==> src/rtl/eeprom_req_arbiter_pkg.sv <==
// Shared definitions for the EEPROM request arbiter.
// Holds the one-hot FSM state encoding, the YES/NO constants, the EEPROM
// address/data widths and a small helper that turns a requester index
// into a one-hot 2-bit vector.
package eeprom_req_arbiter_pkg;

  localparam int ADDR_W = 11;
  localparam int DATA_W = 8;

  localparam logic YES = 1'b1;
  localparam logic NO  = 1'b0;

  typedef enum logic [4:0] {
    ST_IDLE     = 5'b00001,
    ST_ISSUE    = 5'b00010,
    ST_WAIT_ACK = 5'b00100,
    ST_DONE     = 5'b01000,
    ST_RECOVER  = 5'b10000
  } state_e;

  function automatic logic [1:0] onehot2(input logic idx);
    return idx ? 2'b10 : 2'b01;
  endfunction

endpackage

==> src/rtl/eeprom_rr_pick.sv <==
// Combinational 2-way round-robin winner select.
// Ports:
//   req     in  2  request vector
//   rr_last in  1  index of the requester granted most recently
//   vld     out 1  at least one request present
//   win     out 1  winning requester index (meaningful only when vld)
module eeprom_rr_pick
  import eeprom_req_arbiter_pkg::*;
(
  input  logic [1:0] req,
  input  logic       rr_last,
  output logic       vld,
  output logic       win
);

  // The requester that did not go last has priority; fall back to the other.
  logic pref;
  assign pref = ~rr_last;
  assign vld  = |req;
  assign win  = req[pref] ? pref : ~pref;

endmodule

==> src/rtl/eeprom_req_arbiter.sv <==
// Round-robin arbiter sharing one serial EEPROM read/write engine between
// two requesters. Each transaction issues a single WR/RD strobe, waits for
// the engine ACK (bounded by TIMEOUT), reports done/err/rdata to the winner,
// and after a successful write holds off for TWR_CYCLES clocks of recovery.
// Ports:
//   CLK, RESET               clock, synchronous active-high reset
//   req/we                   per-requester request and write-enable
//   addr0/1, wdata0/1        per-requester address and write data
//   gnt, done                one-hot single-cycle accept / finish pulses
//   err, rdata               completion status and read data, valid with done
//   busy                     high whenever the FSM is not idle
//   eng_wr/eng_rd            single-cycle strobes to the engine
//   eng_addr/eng_wdata       held from strobe until ack
//   eng_rdata/eng_ack        engine response
module eeprom_req_arbiter
  import eeprom_req_arbiter_pkg::*;
#(
  parameter int TIMEOUT    = 4096,
  parameter int TO_W       = 13,
  parameter int TWR_CYCLES = 1000,
  parameter int TWR_W      = 10
) (
  input  logic              CLK,
  input  logic              RESET,
  input  logic [1:0]        req,
  input  logic [1:0]        we,
  input  logic [ADDR_W-1:0] addr0,
  input  logic [ADDR_W-1:0] addr1,
  input  logic [DATA_W-1:0] wdata0,
  input  logic [DATA_W-1:0] wdata1,
  output logic [1:0]        gnt,
  output logic [1:0]        done,
  output logic              err,
  output logic [DATA_W-1:0] rdata,
  output logic              busy,
  output logic              eng_wr,
  output logic              eng_rd,
  output logic [ADDR_W-1:0] eng_addr,
  output logic [DATA_W-1:0] eng_wdata,
  input  logic [DATA_W-1:0] eng_rdata,
  input  logic              eng_ack
);

  state_e            state_q, state_d;
  logic              win_q, win_d;
  logic              we_q, we_d;
  logic              rr_last_q, rr_last_d;
  logic [TO_W-1:0]   to_cnt_q, to_cnt_d;
  logic [TWR_W-1:0]  twr_cnt_q, twr_cnt_d;
  logic [1:0]        gnt_q, gnt_d;
  logic [1:0]        done_q, done_d;
  logic              err_q, err_d;
  logic [DATA_W-1:0] rdata_q, rdata_d;
  logic              busy_q, busy_d;
  logic              eng_wr_q, eng_wr_d;
  logic              eng_rd_q, eng_rd_d;
  logic [ADDR_W-1:0] eng_addr_q, eng_addr_d;
  logic [DATA_W-1:0] eng_wdata_q, eng_wdata_d;

  logic pick_vld, pick_win;

  eeprom_rr_pick u_pick (
    .req     (req),
    .rr_last (rr_last_q),
    .vld     (pick_vld),
    .win     (pick_win)
  );

  always_comb begin
    state_d     = state_q;
    win_d       = win_q;
    we_d        = we_q;
    rr_last_d   = rr_last_q;
    to_cnt_d    = to_cnt_q;
    twr_cnt_d   = twr_cnt_q;
    gnt_d       = '0;
    done_d      = '0;
    eng_wr_d    = NO;
    eng_rd_d    = NO;
    err_d       = err_q;
    rdata_d     = rdata_q;
    busy_d      = busy_q;
    eng_addr_d  = eng_addr_q;
    eng_wdata_d = eng_wdata_q;
    unique case (state_q)
      ST_IDLE: begin
        // Outputs are registered, so gnt/strobe/address are loaded here and
        // appear during the single ISSUE cycle.
        if (pick_vld) begin
          win_d       = pick_win;
          we_d        = we[pick_win];
          eng_addr_d  = pick_win ? addr1 : addr0;
          eng_wdata_d = pick_win ? wdata1 : wdata0;
          gnt_d       = onehot2(pick_win);
          eng_wr_d    = we[pick_win];
          eng_rd_d    = ~we[pick_win];
          busy_d      = YES;
          state_d     = ST_ISSUE;
        end
      end
      ST_ISSUE: begin
        rr_last_d = win_q;
        to_cnt_d  = '0;
        state_d   = ST_WAIT_ACK;
      end
      ST_WAIT_ACK: begin
        to_cnt_d = to_cnt_q + TO_W'(1);
        // ACK is checked first so it beats a coincident timeout.
        if (eng_ack) begin
          if (!we_q) rdata_d = eng_rdata;
          err_d   = NO;
          done_d  = onehot2(win_q);
          state_d = ST_DONE;
        end else if (to_cnt_q == TO_W'(TIMEOUT - 1)) begin
          err_d   = YES;
          done_d  = onehot2(win_q);
          state_d = ST_DONE;
        end
      end
      ST_DONE: begin
        twr_cnt_d = '0;
        if (we_q && !err_q) begin
          state_d = ST_RECOVER;
        end else begin
          busy_d  = NO;
          state_d = ST_IDLE;
        end
      end
      ST_RECOVER: begin
        twr_cnt_d = twr_cnt_q + TWR_W'(1);
        if (twr_cnt_q == TWR_W'(TWR_CYCLES - 1)) begin
          busy_d  = NO;
          state_d = ST_IDLE;
        end
      end
      default: begin
        busy_d  = NO;
        state_d = ST_IDLE;
      end
    endcase
  end

  always_ff @(posedge CLK) begin
    if (RESET) begin
      state_q     <= ST_IDLE;
      win_q       <= 1'b0;
      we_q        <= 1'b0;
      rr_last_q   <= 1'b1;
      to_cnt_q    <= '0;
      twr_cnt_q   <= '0;
      gnt_q       <= '0;
      done_q      <= '0;
      err_q       <= 1'b0;
      rdata_q     <= '0;
      busy_q      <= 1'b0;
      eng_wr_q    <= 1'b0;
      eng_rd_q    <= 1'b0;
      eng_addr_q  <= '0;
      eng_wdata_q <= '0;
    end else begin
      state_q     <= state_d;
      win_q       <= win_d;
      we_q        <= we_d;
      rr_last_q   <= rr_last_d;
      to_cnt_q    <= to_cnt_d;
      twr_cnt_q   <= twr_cnt_d;
      gnt_q       <= gnt_d;
      done_q      <= done_d;
      err_q       <= err_d;
      rdata_q     <= rdata_d;
      busy_q      <= busy_d;
      eng_wr_q    <= eng_wr_d;
      eng_rd_q    <= eng_rd_d;
      eng_addr_q  <= eng_addr_d;
      eng_wdata_q <= eng_wdata_d;
    end
  end

  assign gnt       = gnt_q;
  assign done      = done_q;
  assign err       = err_q;
  assign rdata     = rdata_q;
  assign busy      = busy_q;
  assign eng_wr    = eng_wr_q;
  assign eng_rd    = eng_rd_q;
  assign eng_addr  = eng_addr_q;
  assign eng_wdata = eng_wdata_q;

endmodule

==> config.mk <==
export PLATFORM = sky130hd
export DESIGN_NAME = eeprom_req_arbiter
export DESIGN_NICKNAME = d
export VERILOG_FILES = /design/src/rtl/eeprom_req_arbiter_pkg.sv /design/src/rtl/eeprom_rr_pick.sv /design/src/rtl/eeprom_req_arbiter.sv
export SDC_FILE = /design/constraint.sdc
export NUM_CORES = 1
export LEC_CHECK = 0
export ABC_AREA = 1
export BUFFER_PORTS_ARGS = -buffer_cell sky130_fd_sc_hd__buf_2
export CORE_MARGIN = 5
export CORE_UTILIZATION = 55
export CTS_BUF_LIST = sky130_fd_sc_hd__clkbuf_16
export CTS_CLUSTER_DIAMETER = 100
export DETAILED_ROUTE_END_ITERATION = 8
export MAX_ROUTING_LAYER = met4
export PLACE_DENSITY = 0.86
export SLEW_MARGIN = 20
export SYNTH_ARGS = -nofsm -noshare
export SYNTH_HDL_FRONTEND = slang
export SYNTH_SLANG_ARGS = --single-unit
==> constraint.sdc <==
create_clock -name CLK -period 2.3 [get_ports CLK]
set_clock_uncertainty 0.1 [all_clocks]
set_input_delay 0 -clock CLK [delete_from_list [all_inputs] [get_ports CLK]]
set_output_delay 0 -clock CLK [all_outputs]
set_load 0.02 [all_outputs]
# [Word-level counts from Yosys, hierarchy flattened]
# Cells that the tools add are included.
[classes] add_sub_neg=2 n_lt_le_gt_ge=2 n_eq_ne=11 muxes=25 bitwise_logic=7 n_reduce_logical=14
[ops] op="$pmux W13 S2" n=1
[ops] op="$mux W5" n=5
[ops] op="$pmux W5 S5" n=1
[ops] op="$pmux W10 S2" n=1
[ops] op="$add A13 B1 Y13 const B" n=1
[ops] op="$eq A13 B12 Y1 const B" n=1
[ops] op="$mux W11" n=1
[ops] op="$add A10 B1 Y10 const B" n=1
[ops] op="$eq A10 B10 Y1 const B" n=1
[ops] op="$mux W1" n=10
[ops] op="$mux W2" n=4
[ops] op="$mux W8" n=1
[ops] op="$not A1 Y1" n=7
[ops] op="$ne A2 B2 Y1 const B" n=3
[ops] op="$reduce_and A3 Y1" n=2
[ops] op="$reduce_bool A2 Y1" n=3
[ops] op="$reduce_or A2 Y1" n=3
[ops] op="$eq A5 B1 Y1 const B" n=1
[ops] op="$eq A5 B2 Y1 const B" n=1
[ops] op="$eq A5 B3 Y1 const B" n=1
[ops] op="$eq A5 B4 Y1 const B" n=1
[ops] op="$eq A5 B5 Y1 const B" n=1
[ops] op="$lt A1 B2 Y1 const B" n=2
[ops] op="$pmux W1 S4" n=1
[ops] op="6 further kinds" n=7
[totals] ff_bits=66 input_bits=53 out_inout_bits=35 wordCells=76

# [Logic depth before layout (Yosys ltp)]
[logic_depth] ltp_word=7 mapped_depth=10 depth_no_buf=10

# [Hierarchy]
# From an unflattened synthesis, not the netlist that was laid out.
[hier_totals] cells_unflattened=455 hier_area_um2=3100.5
[modules_own_cells] mod="eeprom_req_arbiter" n_inst=1 cells_each=449 area_per_inst_um2=3075.4 seq_area_each_um2=1321.3
[modules_own_cells] mod="eeprom_rr_pick" n_inst=1 cells_each=6 area_per_inst_um2=25.0 seq_area_each_um2=0.0

# [Least setup slack after synthesis]
# Ideal clock, no wire load.
[synth_timing] kind="register -> register" startpoint="register to_cnt_q[0]" endpoint="register err_q, in the netlist err" setup_ns=0.132 arrival_time_ns=1.191 t_required_ns=2.068 path_slack_ns=0.877 stages_incl_launch_ff=11 path_buffers=0 synth_period_minus_slack_ns=1.423 cell_sequence="dfxtp_1 > ha_1 > nand3_1 > inv_1 > nand2_1 > inv_2 > nand2_1 > nand2_1 > nand2_2 > nand2_1 > a21oi_1"
[synth_between] elab_chain_len=3
[synth_lines] item="from (decl)" line_no="eeprom_req_arbiter.sv:48" text="logic [TO_W-1:0] to_cnt_q, to_cnt_d;"
[synth_lines] item="from (signal assigned)" line_no="eeprom_req_arbiter.sv:165" text="to_cnt_q <= to_cnt_d;"
[synth_lines] item="$eq A13 B12 Y1" line_no="eeprom_req_arbiter.sv:114" text="end else if (to_cnt_q == TO_W'(TIMEOUT - 1)) begin"
[synth_lines] item="$reduce_bool A2 Y1 (no source line)"
[synth_lines] item="$reduce_and A2 Y1 (no source line)"
[synth_lines] item="to (signal assigned)" line_no="eeprom_req_arbiter.sv:169" text="err_q <= err_d;"
[synth_lines] item="to (decl)" line_no="eeprom_req_arbiter.sv:52" text="logic err_q, err_d;"
# Every way passes these cells.
# A chain may end at the register's enable or synchronous reset.

# [Final worst setup path]
[layout_timing] startpoint="register rr_last_q" endpoint="register eng_wr_q, in the netlist eng_wr"
[layout_between] elab_chain_len=5 elab_cells_between_ends=6 classes_between="5 x mux; 1 x bitwise"
[layout_lines] item="from (decl)" line_no="eeprom_req_arbiter.sv:47" text="logic rr_last_q, rr_last_d;"
[layout_lines] item="from (signal assigned)" line_no="eeprom_req_arbiter.sv:164" text="rr_last_q <= rr_last_d;"
[layout_lines] item="$mux W1 (implied by the code) (2 in a row)" line_no="eeprom_rr_pick.sv:20" text="assign win = req[pref] ? pref : ~pref;"
[layout_lines] item="$mux W1 (*)" line_no="eeprom_rr_pick.sv:20"
[layout_lines] item="$mux W1 (implied by the code) (*) (2 in a row)" line_no="eeprom_req_arbiter.sv:95" text="eng_wr_d = we[pick_win];"
[layout_lines] item="to (signal assigned)" line_no="eeprom_req_arbiter.sv:172" text="eng_wr_q <= eng_wr_d;"
[layout_lines] item="to (decl)" line_no="eeprom_req_arbiter.sv:55" text="logic eng_wr_q, eng_wr_d;"
# Mark *: on every way between the ends. The rest lies on a longest branch, timed or not. The select of a mux whose other input is x is not followed.

==> results.cfg <==
[placed_design]
gp_congestion = 0.835
portBuffers = 87
place_inst = 553
dp_hpwl_mm = 5.25

[run_status]
status = complete, but fails checks
violations = DRC, setup timing

[layout]
layout.nets = 607
fin_util_pct = 83.5
layout-drive-gt1-share_pct = 23.6
syn2layout_area_growth_pct = 46.1
stdcell_count = 628
register_area_sq_um = 1320
multi_input_area_sq_um = 1400
fill_cells = 239

[worst_setup_path]
critPathLaunchType = register
required_ns = 2.41
end_kind = register
cp_slowest_stage_delay_ns = 0.63
worstPathCellList = inv_1 > or2_1 > nand2_2 > buf_8 > or2_2 > o21ai_1 > dlygate4sd3_1 > nor2_1
crit_path_top_delay_cell = dlygate4sd3_1
crit_type = reg -> reg
critPathArrivalTime_ns = 2.71
crit_fanout = 21

[global_route]
grt_max_degree = 41
grt_pass1_wl_mm = 18.5
antenna_found_initial = 2
track_usage_pct = 34.0
grt_overflow = 0
grt_pass1_vias = 3747

[detailed_routing]
detail-route-antenna-nets = 0
first_pass_iters = 9
drt_iter0_drc = 835
wirelength_mm = 14.5
wl_per_cell_um = 23.1
drcViolationCount = 1
via_per_inst = 6.70
num_vias = 4206

[yosys]
synth_edf_count = 0
synth.avg_cell_area_sq_um = 7.20
synthCells = 408
synth_seq_cells = 66
synth_seq_area_share_pct = 45.0
async_reset_ff_share_pct = 0
yosys.area.top_type_share_pct = 45.0
yosys_warnings = 0
yosys-top-cells-count = nand2_1, dfxtp_1, nor2_1
synth_top_area_cell = dfxtp_1
syn_area_sq_um = 2940
syn-num-nets = 463
synth.distinct_cells = 32
synthFlopType = dfxtp_1
synth_area_leaders = dfxtp_1, nand2_1, o21ai_0, nor2_1, nand3_1
yosysMostFrequentCell = nand2_1

[power_and_ir_drop]
clkPwrFrac_pct = 40.2
power_density_nw_per_um2 = 794
p_int_mw = 2.34
switching_share_pct = 31.3
p_leak_nw = 1.94
pwr-share-comb_pct = 21.5
vdd_drop_max_mv = 0.546
totalPowerFinal_mw = 3.41
power_frac_seq_pct = 38.3
p_sw_mw = 1.07

[job]
drv_cap = 0

[floorplan]
core_sq_um = 5140
die_x_um = 83.1
rows = 26
dieHeight_um = 83.1
die-area_sq_um = 6910
start_util_pct = 57.2
ios = 88

[clock_network]
cts-htree-levels = 3
root_buffer = clkbuf_16
clock-sinks = 66
cts_buffers = 9
cts_tree = built
clk_pin_slew_ns = 0.07
clockBufferDepth = 2
clock_latency_ns = 0.34

[min_path]
hold_path.class = in -> reg

[sta]
setup_viol = 2
fmaxAchievable_ghz = 0.383
setup_ws_ns = -0.308
drv_slew = 0
fin_crit_ns = 2.61
tightest_slew_ns = 0.430
fin_crit_sh_pct = 113
slew_headroom_pct = 71.2
fin_hold_ws_ns = 0.178
hold_violations = 0
worst max-delay path: cells and delay by family, from the launching register on:
kind                   cells  cell delay, ns
DFF                        1            0.37
buffers and inverters      3            0.93
AOI/OAI and AO/OA          1            0.14
and+or+nand+nor            4            0.94
metrics by stage:
| stage | cell area, sq um | setup WS (ns) | TNS (ns) |
|---|---|---|---|
| floorplan | 2940 | 0.877 | 0 |
| global route | 4290 | -0.275 | -0.783 |
| CTS | 4210 | 0.205 | 0 |
| finish | 4290 | -0.308 | -0.459 |
| global placement | 3410 | 0.727 | 0 |
| detailed placement | 3410 | 0.649 | 0 |
flip-flops by register name, summed over array words and instances, names as in the netlist:
register,flops
twr_cnt_q,10
gnt,2
eng_addr,11
busy,1
rdata,8
we_q,1
rr_last_q,1
eng_wr,1
err,1
eng_rd,1
win_q,1
to_cnt_q,13
eng_wdata,8
done,2
state_q,5
per-layer routing:
layer  vias up  global-route usage, %  wire length [um]
met1      1829                   38.0              4550
met5         -                      -                 0
met2       516                   55.7              5990
li1       1646                      -                 -
met3       215                   8.32              2280
met4         0                   18.9              1680
cell usage in the layout, fill, tap and decap left out, types with 3 or more instances in the layout:
cell           count
a21oi_1           24
a31oi_1           19
buf_2             87
buf_4              7
clkbuf_16          9
clkinv_2           4
clkinvlp_4         3
dfxtp_1           65
dlygate4sd3_1     52
inv_1             27
inv_2              5
nand2_1          101
nand3_1           25
nand4_1            5
nor2_1            44
nor2_4             3
nor3_1             6
o21ai_0           39
o21ai_1            5
final timing paths:
kind | startpoint | end | slack (ns) | cells past startpoint
setup / recovery | rr_last_q | eng_wr | -0.31 | 8
setup reg to reg | rr_last_q | eng_wr | -0.31 | 8
hold reg to reg | to_cnt_q[5] | to_cnt_q[5] | 0.38 | 2
hold / removal | we[0] | eng_rd | 0.18 | 4
cells by family after synthesis:
family                     synth area share, %
buffers and inverters                     7.36
and+or+nand+nor                           29.9
adders and majority gates                0.851
DFF                                       45.0
AOI/OAI and AO/OA                         16.9
power by group through the flow:
stage / combinational [mW] / clock (mW) / sequential [mW]
4_1_cts: 0.578 / 1.30 / 1.28
6_report: 0.733 / 1.37 / 1.30
5_1_grt: 0.757 / 1.39 / 1.30
2_1_floorplan: 0.220 / 0 / 1.38
3_5_place_dp: 0.454 / 0 / 1.30
3_3_place_gp: 0.441 / 0 / 1.30
repair_timing:
item,in CTS,in global routing
hold buffers,52,0
resized for setup,0,10
buffers inserted,0,5
endpoints found under the setup margin,0,21
endpoints found under the hold margin,45,0
layout make-up:
class,instances,area share (%)
Multi-Input combinational cell,291,32.7
Sequential cell,66,30.8
Timing Repair Buffer,148,24.3
Clock buffer,9,5.25
Inverter,35,3.24
Tap cell,70,2.04
Clock inverter,6,1.37
Timing Repair inverter,1,0.175
Antenna cell,2,0.117
No activity file was read; power rests on OpenSTA's default activity.
